**config.mk**
```make
export PLATFORM = sky130hd
export DESIGN_NAME = conv_result_mem
export DESIGN_NICKNAME = d
export VERILOG_FILES = /design/src/rtl/conv_result_mem.sv
export SDC_FILE = /design/constraint.sdc
export NUM_CORES = 1
export LEC_CHECK = 0
export CAP_MARGIN = 25
export CORE_MARGIN = 1.5
export CORE_UTILIZATION = 60
export CTS_BUF_LIST = sky130_fd_sc_hd__clkbuf_2
export DETAILED_ROUTE_END_ITERATION = 12
export GPL_TIMING_DRIVEN = 0
export PLACE_DENSITY = 0.83
export SLEW_MARGIN = 5
export SYNTH_ARGS = -nofsm -noshare
export SYNTH_HDL_FRONTEND = slang
export SYNTH_SLANG_ARGS = --single-unit
```
**constraint.sdc**
```tcl
create_clock -name clk -period 4.3 [get_ports clk]
set_input_delay 1.29 -clock clk [delete_from_list [all_inputs] [get_ports clk]]
set_output_delay 1.29 -clock clk [all_outputs]
set_load 0.02 [all_outputs]
```
**src/rtl/conv_result_mem.sv**
```systemverilog
// Convolution result memory: NUM_CH interleaved banks with per-entry valid bits.
// Writes come from the core (auto-increment) or the host (explicit); one read returns a whole row.

module conv_result_bank #(
  parameter int DATA_WIDTH = 8,
  parameter int ROWS       = 5,
  parameter int ROW_WIDTH  = 3
) (
  input  logic                  clk,
  input  logic                  rst_n,
  input  logic                  clear,
  input  logic                  we,
  input  logic [ROW_WIDTH-1:0]  wrow,
  input  logic [DATA_WIDTH-1:0] wdata,
  input  logic [ROW_WIDTH-1:0]  rrow,
  output logic [DATA_WIDTH-1:0] rdata,
  output logic                  rvld,
  output logic                  wvld
);
  logic [DATA_WIDTH-1:0] mem [ROWS];
  logic [ROWS-1:0]       vbits;

  // Array contents are deliberately left out of reset.
  always_ff @(posedge clk)
    if (we) mem[wrow] <= wdata;

  always_ff @(posedge clk or negedge rst_n)
    if (!rst_n)     vbits <= '0;
    else if (clear) vbits <= '0;
    else if (we)    vbits[wrow] <= 1'b1;

  assign rdata = mem[rrow];
  assign rvld  = vbits[rrow];
  assign wvld  = vbits[wrow];
endmodule

module conv_result_mem #(
  parameter int DATA_WIDTH = 8,
  parameter int NUM_CH     = 2,
  parameter int DEPTH      = 10,
  parameter int ADDR_WIDTH = $clog2(DEPTH),
  parameter int ROW_WIDTH  = ((DEPTH / NUM_CH) > 1) ? $clog2(DEPTH / NUM_CH) : 1
) (
  input  logic                         clk,
  input  logic                         rst_n,
  input  logic                         clear,
  input  logic                         wr_en,
  input  logic                         wr_auto,
  input  logic [ADDR_WIDTH-1:0]        wr_addr,
  input  logic [DATA_WIDTH-1:0]        wr_data,
  input  logic                         rd_en,
  input  logic [ROW_WIDTH-1:0]         rd_row,
  output logic [NUM_CH*DATA_WIDTH-1:0] rd_data,
  output logic [NUM_CH-1:0]            rd_vmask,
  output logic                         rd_valid,
  output logic [ADDR_WIDTH:0]          count,
  output logic                         full,
  output logic                         done,
  output logic                         wr_err
);
  localparam int ROWS = DEPTH / NUM_CH;
  localparam int CH_W = (NUM_CH > 1) ? $clog2(NUM_CH) : 1;
  localparam logic [ADDR_WIDTH:0]   FULL_CNT = (ADDR_WIDTH+1)'(DEPTH);
  localparam logic [ADDR_WIDTH-1:0] LAST_A   = ADDR_WIDTH'(DEPTH - 1);

  logic [ADDR_WIDTH-1:0] ptr, a;
  logic [CH_W-1:0]       wbank;
  logic [ROW_WIDTH-1:0]  wrow;
  logic                  a_bad, wr_rej, accept, inc, rd_in;
  logic [NUM_CH-1:0]     bwe, bwvld, brvld;
  logic [NUM_CH-1:0][DATA_WIDTH-1:0] brdata;

  // NUM_CH is a power of two, so mod/div reduce to bit select and shift.
  assign a      = wr_auto ? ptr : wr_addr;
  assign wbank  = CH_W'(a % NUM_CH);
  assign wrow   = ROW_WIDTH'(a / NUM_CH);
  assign a_bad  = int'(a) >= DEPTH;
  assign wr_rej = wr_en && !clear && (a_bad || (wr_auto && full));
  assign accept = wr_en && !clear && !a_bad && !(wr_auto && full);
  assign inc    = accept && !bwvld[wbank];
  assign rd_in  = int'(rd_row) < ROWS;
  assign full   = (count == FULL_CNT);

  for (genvar c = 0; c < NUM_CH; c++) begin : g_bank
    assign bwe[c] = accept && (wbank == CH_W'(c));
    conv_result_bank #(
      .DATA_WIDTH(DATA_WIDTH), .ROWS(ROWS), .ROW_WIDTH(ROW_WIDTH)
    ) u_bank (
      .clk(clk), .rst_n(rst_n), .clear(clear), .we(bwe[c]),
      .wrow(wrow), .wdata(wr_data), .rrow(rd_row),
      .rdata(brdata[c]), .rvld(brvld[c]), .wvld(bwvld[c])
    );
  end

  // Read port samples the banks before this edge's write lands: read-before-write.
  always_ff @(posedge clk or negedge rst_n)
    if (!rst_n) begin
      rd_valid <= 1'b0;
      rd_data  <= '0;
      rd_vmask <= '0;
    end else begin
      rd_valid <= rd_en;
      if (rd_en) begin
        rd_data  <= rd_in ? brdata : '0;
        rd_vmask <= rd_in ? brvld  : '0;
      end
    end

  always_ff @(posedge clk or negedge rst_n)
    if (!rst_n) begin
      ptr    <= '0;
      count  <= '0;
      done   <= 1'b0;
      wr_err <= 1'b0;
    end else if (clear) begin
      ptr    <= '0;
      count  <= '0;
      done   <= 1'b0;
      wr_err <= 1'b0;
    end else begin
      done <= inc && (count == FULL_CNT - 1'b1);
      if (inc)                count  <= count + 1'b1;
      if (wr_rej)             wr_err <= 1'b1;
      if (accept && wr_auto)  ptr    <= (ptr == LAST_A) ? '0 : ptr + 1'b1;
    end
endmodule
```
[Word-level counts from Yosys, hierarchy flattened]
Memories as Yosys holds them, arrays and structs flattened.
Cells that the tools add are included.
Operators by class
  add/subtract/negate cells: 2
  order comparisons: 6
  equal/unequal tests: 3
  multiplexer cells: 31
  bitwise operators: 3
  reductions and logical operators: 21
Operator list (count)
  5-bit 2-to-1 mux: 6
  16-bit 2-to-1 mux: 1
  4-bit 2-to-1 mux: 4
  1-bit 2-to-1 mux: 14
  1-bit binary-select mux with 3-bit select: 4
  1-bit logical AND: 11
  5-bit by 4-bit == test with 1-bit output, second input constant: 2
  5-bit bitwise OR: 2
  2-bit nonzero test: 5
  3-bit by 4-bit less-than comparator with 1-bit output, second input constant: 2
  5-bit by 1-bit adder with 5-bit output, second input constant: 1
  4-bit by 1-bit adder with 4-bit output, second input constant: 1
  4-bit == test, second input constant: 1
  4-bit greater-or-equal comparator, second input constant: 1
  1-bit zero test: 4
  1-bit demux with 3-bit select: 1
  3-bit by 1-bit greater-or-equal comparator with 1-bit output, second input constant: 1
  3-bit less-than comparator, second input constant: 1
  1-bit by 2-bit less-than comparator with 1-bit output, second input constant: 1
  2-bit 2-to-1 mux: 1
  1-bit logical OR: 1
  1-bit NOT: 1
Storage, ports and cells
  register bits: 40
  RAM bits: 80
  bits of input ports: 21
  output and inout bits: 27
  logic and storage cells: 77
  memories: 2
Memories
  g_bank[0].u_bank.mem: depth 5, bits a word 8, rd ports 1, clocked after memory_dff 0, write ports 1, RTL line 20  | logic [DATA_WIDTH-1:0] mem [ROWS];
  g_bank[1].u_bank.mem: depth 5, bits a word 8, rd ports 1, clocked after memory_dff 0, write ports 1, RTL line 20

[Logic depth before layout (Yosys ltp)]
  depth in word-level cells: 9
  gate-level depth with buffers: 8
  gate-level depth less buffers: 8

[By module]
A second synthesis with hierarchy kept.
Second synthesis, totals
  cells, all modules: 396
  area, all modules: 5277.6 um^2
By module, submodules not included
  conv_result_bank at g_bank[1].u_bank: times used 1, cells an instance 121, area each 1903.1 um^2
  conv_result_bank at g_bank[0].u_bank: times used 1, cells an instance 119, area each 1875.5 um^2
  conv_result_mem: times used 1, cells an instance 156, area each 1498.9 um^2

[Least setup slack after synthesis]
No wires, ideal clock.
  kind: input -> register
  from: input port wr_addr[1]
  to: memory g_bank[1].u_bank.mem[2][0] (enable)
  library setup time: 0.388 ns
  data arrival time: 2.915 ns
  required time: 3.912 ns
  setup slack: 0.997 ns
  stages: 4
  cell sequence: or2_1 > a221oi_4 > nand3b_1 > nor3b_1
On the way
  longest elaborated chain between the ends: 8
Ends and longest elaborated chain
  start: declaration: RTL line 49  | input logic [ADDR_WIDTH-1:0] wr_addr,
  4-bit 2-to-1 mux (*): RTL line 74  | assign a = wr_auto ? ptr : wr_addr;
  4-bit greater-or-equal comparator: RTL line 77  | assign a_bad = int'(a) >= DEPTH;
  1-bit zero test: RTL line 79  | assign accept = wr_en && !clear && !a_bad && !(wr_auto && full);
  1-bit logical AND (2 in series): RTL line 79
  1-bit logical AND: RTL line 85  | assign bwe[c] = accept && (wbank == CH_W'(c));
  1-bit 2-to-1 mux: RTL line 25  | if (we) mem[wrow] <= wdata;
  1-bit 2-to-1 mux (not written as such): RTL line 25
  end: declaration: RTL line 20
Mark *: on every way between the ends. The rest lies on a longest branch, timed or not.

[Worst setup path after layout]
  from: register count[0]
  to: output port full
On the way
  longest elaborated chain between the ends: 1
Ends and longest elaborated chain
  start: declaration: RTL line 56  | output logic [ADDR_WIDTH:0] count,
  start signal: assignment: RTL line 122  | if (inc) count <= count + 1'b1;
  5-bit by 4-bit == test with 1-bit output: RTL line 82  | assign full = (count == FULL_CNT);
  end: declaration: RTL line 57  | output logic full,
No other way between the ends.

==> flow_metrics.tcl <==
set metrics [dict create \
    syn_inst 311 \
    start_kind "flop" \
    grt_overflow_total 0 \
    crit_path_max_fanout 6 \
    synth_edf_count 80 \
    synth-main-ff-cell "edfxtp_1" \
    min_period_ps 3506 \
    cp_slowest_cell "clkdlybuf4s50_1" \
    arrival_ps 2220 \
    yosysTopAreaCell "edfxtp_1" \
    syn_nets 337 \
    pwr-share-clk_pct 33.0 \
    core_area_um2 7848 \
    swShare_pct 24.52 \
    cts_tree "done" \
    rsz0062_at_grt "false" \
    clk_pin_slew_ps 180 \
    first_iter_violations 214 \
    dp_cells 458 \
    portBuffers 44 \
    drv_slew 0 \
    drt.antenna.violating_nets 0 \
    initial_core_util_pct 62.90 \
    drv_cap 0 \
    powerDensity_nw_per_um2 384.5 \
    fmax_mhz 285.2 \
    async_reset_ff_share_pct 33.33 \
    final_layout_size_suffix_gt1_share_pct 17.78 \
    tns_ps 0 \
    die_x_um 93.70 \
    seq_power_share_pct 57.3 \
    power.switching_uw 546.7 \
    mostFrequentLayoutCell "edfxtp_1" \
    syn_area_per_cell_um2 15.87 \
    route.detailed.drc 0 \
    path_class "flop to output port" \
    synth.yosys.warnings 0 \
    postCtsSetupRepairBufs 0 \
    finalPower_uw 2229 \
    wl_per_cell_um 20.05 \
    grt_pass1_vias 2922 \
    seq_area_frac_synth_pct 68.95 \
    synth_top_area_share_pct 48.67 \
    vias 2882 \
    p_leak_uw 0.002201 \
    vdd_ir_drop_max_uv 191.1 \
    gp_congestion 0.8791 \
    fin_cells 490 \
    tightest_slew_ps 993.6 \
    num_rows 32 \
    slew-limit-headroom_pct 33.51 \
    grt_max_degree 39 \
    finalCritPeriodShare_pct 81.54 \
    h-tree-depth 4 \
    antenna_found_initial 0 \
    syn-cell-area_um2 4936 \
    nets 401 \
    critPathMaxStageDelay_ps 610 \
    syn_to_final_growth_pct 17.47 \
    dieArea_um2 8780 \
    worstPathRequired_ps 3010 \
    clkSinkCount 120 \
    status "complete, no violations" \
    ctsResizeCount 0 \
    cts_root_buf "clkbuf_2" \
    final.setup_skew_ps 26.60 \
    num_antenna_cells 0 \
    cts_hold_buf 0 \
    drt_pass1_iterations 7 \
    dieHeight_um 93.70 \
    path_cells "inv_1, ha_1, and4bb_4, clkdlybuf4s50_1" \
    clk_latency_ps 630 \
    io_pins 48 \
    layout_common_cells "edfxtp_1 (80), clkdlybuf4s50_1 (43), dfrtp_1 (40)" \
    setup_viol 0 \
    power_frac_comb_pct 9.7 \
    track_usage_pct 25.08 \
    finalHoldViolCount 0 \
    ys_types 36 \
    vias_per_cell 5.882 \
    grt_pass1_wl_um 15670 \
    p_int_uw 1682 \
    cts.path.max_buffers 2 \
    hp-class "input port to async pin" \
    ys_top_cells_by_area "edfxtp_1 (49%), dfrtp_1 (20%), mux4_2 (8.2%)" \
    place_hpwl_um 6486 \
    wirelength_um 9823 \
    ys_seq_elements 120 \
    end_kind "output port" \
    numCtsBuffers 17 \
]
Yosys cell counts (all sizes together) (2+ instances only):
library cell and count:
a21oi 6, or2 2, dfrtp 40, nor2 33, o21a 2, mux2i 29
nor3 7, edfxtp 80, o22ai 19, mux4 18, inv 24, nor3b 3
nor2b 2, ha 5, nand2 11, nand4 3, clkbuf 7, mux2 2
buf 5
critical path: cells and delay by family (launching register included):
kind / cells / cell delay, ps
buffers and inverters: 2 / 700
DFF: 1 / 480
adders and majority gates: 1 / 150
and+or+nand+nor: 1 / 270
sequential cells by signal, indices dropped and copies added (netlist names), 2 cells and up:
| register | flops |
|---|---|
| g_bank.u_bank.mem | 80 |
| ptr | 4 |
| rd_vmask | 2 |
| g_bank.u_bank.vbits | 10 |
| count | 5 |
| rd_data | 16 |
power by group through the flow:
stage | clock network, uW | registers [uW] | logic [uW]
3_3_place_gp | 0 | 1300 | 206
4_1_cts | 746 | 1280 | 218
5_1_grt | 805 | 1280 | 235
3_5_place_dp | 0 | 1300 | 217
6_report | 735 | 1280 | 216
2_1_floorplan | 0 | 1320 | 92.5
layer usage:
metal | vias up | GRT usage [%] | share of wire (%) | routed length, um
met5 | - | 0 | 0 | 0
met4 | 0 | 6.841 | 1.1 | 111
met3 | 12 | 6.311 | 5.9 | 578
met2 | 112 | 42.15 | 52 | 5088
met1 | 1456 | 32.83 | 41 | 4045
li1 | 1302 | - | - | -
final timing paths:
| path | start | to | depth (start not counted) | slack, ps |
|---|---|---|---|---|
| min | rst_n | rd_data[11]$_DFFE_PN0P_ | 1 | 450 |
| max | count[0]$_DFFE_PN0P_ | full | 4 | 790 |
| min in group clk | wr_err$_DFFE_PN0P_ | wr_err$_DFFE_PN0P_ | 2 | 530 |
| min reg2reg | wr_err$_DFFE_PN0P_ | wr_err$_DFFE_PN0P_ | 2 | 530 |
| max in group asynchronous | rst_n | g_bank[0].u_bank.vbits[4]$_DFFE_PN0P_ | 2 | 3380 |
| max reg2reg | count[0]$_DFFE_PN0P_ | g_bank[1].u_bank.mem[1][6]$_DFFE_PP_ | 6 | 1510 |
area by class of cell:
cell class	instances	area, um^2
well taps	102	127.6
inverters	24	90.09
multi-input cells	155	1416
flip-flops and latches	120	3403
clock buffers	19	95.09
fillers	521	2049
plain buffers	12	56.30
repair buffers	45	455.4
clock inverters	13	153.9
cells by family (layout without fill, tap and decap cells):
family                     Yosys count  after routing  share of synthesized area, %
AOI/OAI and AO/OA                   34             34                         5.526
adders and majority gates            5              5                         1.267
buffers and inverters               36            113                         2.966
DFF                                120            120                         68.95
muxes                               49             49                         14.63
and+or+nand+nor                     67             67                         6.667
per-stage QoR:
step / hold WS, ps / setup WS, ps / utilization (%) / cell area, um^2
finish: 445.3 / 793.6 / 73.88 / 5798
global route: 365.0 / 601.4 / 73.88 / 5798
CTS: 406.7 / 749.5 / 73.88 / 5798
detailed placement: 496.4 / 357.9 / 70.71 / 5549
global placement: 487.9 / -29.26 / 70.14 / 5504
floorplan: 477.4 / 997.3 / - / 4936
Note: power is estimated with default switching activity, not from simulation.
